==> config.mk <==
export PLATFORM = sky130hd
export DESIGN_NAME = shift_sequencer
export DESIGN_NICKNAME = d
export VERILOG_FILES = /design/src/rtl/shift_sequencer.sv
export SDC_FILE = /design/constraint.sdc
export NUM_CORES = 1
export LEC_CHECK = 0
export CORE_ASPECT_RATIO = 1.5
export CORE_MARGIN = 4
export CORE_UTILIZATION = 55
export DETAILED_ROUTE_END_ITERATION = 16
export PLACE_DENSITY_LB_ADDON = 0.3
export SLEW_MARGIN = 20
export SYNTH_ARGS = -nofsm -noshare
export SYNTH_HDL_FRONTEND = slang
export SYNTH_SLANG_ARGS = --single-unit
export TNS_END_PERCENT = 10
==> constraint.sdc <==
create_clock -name clk -period 2.55 [get_ports clk]
set_clock_uncertainty 0.1 [all_clocks]
set_input_delay 0.255 -clock clk [delete_from_list [all_inputs] [get_ports clk]]
set_output_delay 0.255 -clock clk [all_outputs]
set_load 0.05 [all_outputs]
==> src/rtl/shift_sequencer.sv <==
// shift_sequencer
//   Full-duplex serial engine built around a right-shifting register. It accepts
//   a parallel word over valid/ready and shifts it out LSB-first on ser_out, one
//   bit every DIV clocks. On each shift it also captures ser_in into the MSB, and
//   it presents the assembled word on rx_data with a one-cycle rx_valid pulse.
//
// Ports
//   clk, rstb          clock (rising edge); asynchronous active-high reset
//   tx_data/tx_valid   word offered for transmission
//   tx_ready           registered; high in IDLE when a word can be accepted
//   abort              synchronous cancel of the word in flight (SHIFT/DONE)
//   ser_in / ser_out   serial input (sampled on strobes) / serial output
//   shift_en           high in the cycle whose closing edge performs a shift
//   busy               high whenever the FSM is not in IDLE
//   rx_data/rx_valid   received word, valid during the one-cycle rx_valid pulse
module shift_sequencer #(
    parameter int WIDTH = 8,
    parameter int DIV   = 4
) (
    input  logic             clk,
    input  logic             rstb,
    input  logic [WIDTH-1:0] tx_data,
    input  logic             tx_valid,
    output logic             tx_ready,
    input  logic             abort,
    input  logic             ser_in,
    output logic             ser_out,
    output logic             shift_en,
    output logic             busy,
    output logic [WIDTH-1:0] rx_data,
    output logic             rx_valid
);
    localparam int DCW = (DIV > 1) ? $clog2(DIV) : 1;
    localparam int BCW = $clog2(WIDTH);
    localparam logic [DCW-1:0] DIV_LAST = DCW'(DIV - 1);
    localparam logic [BCW-1:0] BIT_LAST = BCW'(WIDTH - 1);

    typedef enum logic [1:0] {IDLE, SHIFT, DONE} state_t;

    state_t           state_q, state_d;
    logic [WIDTH-1:0] shreg_q, shreg_d;
    logic [BCW-1:0]   bit_cnt_q, bit_cnt_d;
    logic [DCW-1:0]   div_cnt_q, div_cnt_d;
    logic             tx_ready_q, tx_ready_d;
    logic [WIDTH-1:0] rx_data_q, rx_data_d;
    logic             rx_valid_q, rx_valid_d;

    logic             accept;
    logic             strobe;
    logic             last_bit;
    logic [WIDTH-1:0] shreg_nxt;

    // tx_ready_q is only ever high in IDLE, so it alone qualifies the accept.
    assign accept    = tx_valid && tx_ready_q;
    assign strobe    = (state_q == SHIFT) && (div_cnt_q == DIV_LAST);
    assign last_bit  = (bit_cnt_q == BIT_LAST);
    assign shreg_nxt = {ser_in, shreg_q[WIDTH-1:1]};

    // State and datapath registers
    always_ff @(posedge clk or posedge rstb) begin
        if (rstb) begin
            state_q    <= IDLE;
            shreg_q    <= '0;
            bit_cnt_q  <= '0;
            div_cnt_q  <= '0;
            tx_ready_q <= 1'b0;
            rx_data_q  <= '0;
            rx_valid_q <= 1'b0;
        end else begin
            state_q    <= state_d;
            shreg_q    <= shreg_d;
            bit_cnt_q  <= bit_cnt_d;
            div_cnt_q  <= div_cnt_d;
            tx_ready_q <= tx_ready_d;
            rx_data_q  <= rx_data_d;
            rx_valid_q <= rx_valid_d;
        end
    end

    // Next state; abort wins over a coincident final strobe.
    always_comb begin
        state_d = state_q;
        unique case (state_q)
            IDLE:    if (accept) state_d = SHIFT;
            SHIFT: begin
                if (abort)                   state_d = IDLE;
                else if (strobe && last_bit) state_d = DONE;
            end
            DONE:    state_d = IDLE;
            default: state_d = IDLE;
        endcase
    end

    // Datapath next values
    always_comb begin
        shreg_d    = shreg_q;
        bit_cnt_d  = bit_cnt_q;
        div_cnt_d  = div_cnt_q;
        tx_ready_d = tx_ready_q;
        rx_data_d  = rx_data_q;
        rx_valid_d = 1'b0;
        unique case (state_q)
            IDLE: begin
                if (accept) begin
                    shreg_d    = tx_data;
                    bit_cnt_d  = '0;
                    div_cnt_d  = '0;
                    tx_ready_d = 1'b0;
                end else begin
                    tx_ready_d = 1'b1;
                end
            end
            SHIFT: begin
                if (abort) begin
                    shreg_d    = '0;
                    bit_cnt_d  = '0;
                    div_cnt_d  = '0;
                    tx_ready_d = 1'b1;
                end else begin
                    div_cnt_d = strobe ? '0 : div_cnt_q + DCW'(1);
                    if (strobe) begin
                        shreg_d = shreg_nxt;
                        if (last_bit) begin
                            rx_data_d  = shreg_nxt;
                            rx_valid_d = 1'b1;
                            bit_cnt_d  = '0;
                        end else begin
                            bit_cnt_d = bit_cnt_q + BCW'(1);
                        end
                    end
                end
            end
            DONE: begin
                if (abort) begin
                    shreg_d   = '0;
                    bit_cnt_d = '0;
                    div_cnt_d = '0;
                end
                tx_ready_d = 1'b1;
            end
            default: begin
                tx_ready_d = 1'b1;
            end
        endcase
    end

    // Outputs
    always_comb begin
        ser_out  = (state_q == SHIFT) ? shreg_q[0] : 1'b0;
        shift_en = strobe;
        busy     = (state_q != IDLE);
        tx_ready = tx_ready_q;
        rx_data  = rx_data_q;
        rx_valid = rx_valid_q;
    end

endmodule

* Word level (Yosys, flattened, before mapping)
Index checks and enable logic that the tools add are counted.
Storage, ports and cells: bits in registers 25, bits of input ports 13, logic and storage cells 57
Cells by class: add/sub/neg operators 2, eq/ne operators 9, muxes and demuxes 28, bitwise gates (word level) 1, reductions and logical operators 10
Operator list (number):
- $mux W8 | 4
- $pmux W8 S3 | 1
- $mux W3 | 5
- $mux W2 | 7
- $pmux W3 S3 | 1
- $reduce_and A4 Y1 | 2
- $mux W1 | 7
- $ne A2 B2 Y1 const B | 3
- $pmux W2 S3 | 1
- $eq A2 B2 Y1 const B | 2
- $pmux W2 S2 | 1
- $add A3 B1 Y3 const B | 1
- $eq A3 B3 Y1 const B | 1
- $logic_and A1 B1 Y1 | 3
- $ne A3 B2 Y1 const B | 1
- $ne A3 B3 Y1 const B | 1
- $reduce_and A3 Y1 | 1
- $reduce_bool A3 Y1 | 1
- $add A2 B1 Y2 const B | 1
- $eq A2 B1 Y1 const B | 1
- $logic_not A2 Y1 | 1
- $pmux W1 S2 | 1
- $reduce_and A2 Y1 | 1
- $reduce_bool A2 Y1 | 1
- $not A1 Y1 | 1

* Longest topological paths before layout
depth in word-level cells 6, depth in mapped cells 7, gate-level depth less buffers 6

* Worst setup path after synthesis
OpenSTA, ideal clock, no wires.
path type register to register, from register state_q[0], to register shreg_q[0], arrival time 1.490 ns, setup slack 0.835 ns, stages on the path, launching flop included 8, buffers on the path 1, period minus slack after synthesis 1.715 ns, cell sequence dfrtp_1 -> inv_1 -> ha_1 -> a21boi_4 -> nor2_2 -> o21ai_2 -> buf_8 -> mux2_4
Between the ends: cells in the longest elaborated chain, start to end 4, elaborated cells between the ends (all ways) 10, those cells by class eq/ne: 5; mux: 1; reduce/logical: 4
RTL lines:
- start, declared | line 40 | state_t state_q, state_d;
- start signal, assigned | line 70 | state_q <= state_d;
- $eq A2 B1 Y1 | line 55, 102
- $logic_and A1 B1 Y1 | line 55 | assign strobe = (state_q == SHIFT) && (div_cnt_q == DIV_LAST);
- $ne A3 B3 Y1 (no source line)
- $reduce_and A4 Y1 (no source line)
- end signal, assigned | line 71 | shreg_q <= shreg_d;
- end, declared | line 41 | logic [WIDTH-1:0] shreg_q, shreg_d;
Parallel ways exist; a longest one is shown, timed or not. A chain may end at the register's enable or synchronous reset.

* Final worst setup path
from register state_q[1], to output port shift_en
Between the ends: cells in the longest elaborated chain, start to end 2
RTL lines:
- $eq A2 B1 Y1 | line 55
- $logic_and A1 B1 Y1 | line 55
- end, declared | line 28 | output logic shift_en,
Every way passes these cells.

==> flow_summary.toml <==
[setup_path]
crit_type = "reg -> out"
cp.required_ns = 2.19
crit-reg2reg-launch = "state_q[0]$_DFFE_PP0P_"
worstSetupStartpointType = "register"
crit_arrival_ns = 2.06
r2r_setup_slack_ns = 0.57
worstPathCellList = "inv_1 -> ha_1 -> and2_1 -> clkdlybuf4s50_1"
rr_endpoint = "shreg_q[1]$_DFFE_PP0P_"
cp_top_family = "buffers and inverters"
endpoint_kind = "output port"
slowest_stage = "clkdlybuf4s50_1"
worst-path-buf-inv = 2
cp_max_fo = 6
max_stage_delay_ns = 0.80
r2r.worst_path.cells = 7

[floorplanning]
start_util_pct = 58.95
die-area_mm2 = 0.003322
io-pin-count = 26
std_cell_rows = 21
coreArea_mm2 = 0.002286
fp.dieH_um = 68.63
fp.dieW_um = 48.42

[finish]
antenna_cells = 0
layout.nets = 161
syn_to_final_growth_pct = 21.82
drive_above_1_share_pct = 22.14
post-route-cell-area_mm2 = 0.001642

[flow_run]
drv_cap = 0

[cts]
cts_hold_buf = 0
clock_latency_ns = 0.32
cts-root-buf = "clkbuf_4"
cts_setup_buffers = 0
tritoncts = "built"
ctsResizeCount = 0
cts_buffers = 3
clk_pin_slew_ns = 0.13
htree_levels = 1
cts.sinks = 25
cts_buffer_depth = 2

[power_and_ir_drop]
switching_share_pct = 38.08
p_sw_w = 0.0005247
power.internal_w = 0.0008534
power.leakage_nw = 0.8149
cellPowerDensity_mw_per_mm2 = 839.5
clock_power_share_pct = 13.2
pwr-share-seq_pct = 40.0
peakVddDrop_v = 0.0005804
power_frac_comb_pct = 46.8

[timing]
min_period_over_period_pct = 94.56
maxSlewViolCount = 0
holdWs_ns = 0.1599
finalSetupViolCount = 0
slew_headroom_pct = 66.62
worstMarginPinSlew_ns = 0.4991
fin_crit_ns = 2.411
fmax_mhz = 414.7
rsz0062_at_grt = "false"
hold_viol = 0
finalSetupTns_ns = 0

[synth]
yosys.area.top_type = "dfrtp_1"
ys_ff_latch = 25
yosysUniqueCellTypes = 31
ys_seq_area_share_pct = 46.43
syn_avg_cell_area_um2 = 12.03
yosysMostFrequentCell = "dfrtp_1"
synth_nets = 132
synth_area_mm2 = 0.001348
async_flop_share_pct = 100.0
postSynthCellCount = 112
synth_top_area_share_pct = 46.43
synth-edff-count = 0
ys_warn_count = 0
synthTopCellsByArea = "dfrtp_1 (46%), mux2_4 (17%), ha_1 (6.5%)"
synthTopCellsByCount = "dfrtp_1 (25), mux2_4 (15), inv_1 (14)"
synth_ff_type = "dfrtp_1"

[route]
drt_iter0_markers = 12
vias = 899
dr.pass1.iters = 4
wire_per_inst_um = 15.66
routed_wl_um = 2553
viasPerCell = 5.515
postRouteAntennaNets = 0
drc = 0

[global_routing]
track_usage_pct = 16.58
grt_max_degree = 26
grt_first_pass_wirelength_um = 4333
grt_pass1_vias = 950
antenna_found_initial = 0
grt_overflow = 0

[place]
placed_area_mm2 = 0.001615
dp.final_hpwl_um = 1909
gp_congestion = 0.7086
portBuffers = 25

[worst_hold_path]
hp-class = "in -> async"

[outcome]
status = "finished, final reports clean"
==> cell usage in the layout, fill, tap and decap left out, types with 2 or more instances in the layout <==
| cell type | n |
|---|---|
| clkbuf_4 | 3 |
| o21a_1 | 2 |
| mux2_2 | 2 |
| o21ai_0 | 10 |
| nand2_1 | 2 |
| and2_1 | 2 |
| clkdlybuf4s50_1 | 25 |
| nand2b_1 | 2 |
| inv_1 | 14 |
| a22o_1 | 2 |
| buf_4 | 2 |
| mux2_4 | 15 |
| ha_1 | 7 |
| nand3_1 | 9 |
| dfrtp_1 | 25 |
| nor3_2 | 2 |
==> final cells by class <==
type	count	area [um2]
Sequential cell	25	625.6
Timing Repair Buffer	27	265.3
Fill cell	184	644.4
Multi-Input combinational cell	69	639.4
Inverter	15	56.30
Clock buffer	4	26.28
Tap cell	23	28.78
==> power by group through the flow <==
| stage | combinational, W | sequential, W | clock [W] |
|---|---|---|---|
| after detailed placement | 0.000648 | 0.000560 | 0 |
| after floorplan | 0.000513 | 0.000564 | 0 |
| after global placement | 0.000629 | 0.000552 | 0 |
| after CTS | 0.000650 | 0.000552 | 0.000185 |
| final | 0.000645 | 0.000551 | 0.000181 |
| after global routing | 0.000695 | 0.000565 | 0.000203 |
==> how the worst max path moves through the flow <==
stage	slack [ns]	start	to	depth (start not counted)
CTS	0.12	state_q[1]$_DFFE_PP0P_	shift_en	4
global placement	0.53	state_q[1]$_DFFE_PP0P_	shift_en	4
floorplan	0.83	state_q[0]$_DFFE_PP0P_	shreg_q[0]$_DFFE_PP0P_	7
global route	0.02	state_q[1]$_DFFE_PP0P_	shift_en	4
finish	0.14	state_q[1]$_DFFE_PP0P_	shift_en	4
detailed placement	0.51	state_q[1]$_DFFE_PP0P_	ser_out	4
==> per-layer routing <==
layer  global-route usage [%]  up-vias  routed length (um)
li1                         -      437                   -
met1                    19.12      438                1057
met2                    30.39       19                1368
met3                    1.720        5                  79
met4                    8.304        0                  48
met5                        0        -                   0
==> sequential cells by signal, indices dropped and copies added, names as in the netlist <==
signal / flops
rx_data: 8
shreg_q: 8
bit_cnt_q: 3
div_cnt_q: 2
state_q: 2
rx_valid: 1
tx_ready: 1
==> worst min-delay path, delay by kind of cell <==
kind | cells | cell delay, ns
buffers and inverters | 3 | 0.74
==> cells by family (layout without fill, tap and decap cells) <==
logic type,count (synthesis),in the layout,synth area share (%)
DFF,25,25,46.43
buffers and inverters,18,46,6.127
adders and majority gates,7,7,6.499
and+or+nand+nor,25,25,12.07
AOI/OAI and AO/OA,19,19,9.657
muxes,18,18,19.22
==> per-stage QoR <==
step | util, % | worst slack [ns] | power [W] | std cells
floorplan | - | 0.8349 | 0.001077 | 112
global placement | 70.66 | 0.5328 | 0.001181 | 159
detailed placement | 70.66 | 0.5064 | 0.001208 | 159
CTS | 71.81 | 0.1181 | 0.001387 | 163
global route | 71.81 | 0.01949 | 0.001463 | 163
finish | 71.81 | 0.1387 | 0.001378 | 163
Note: power is estimated with default switching activity, not from simulation.
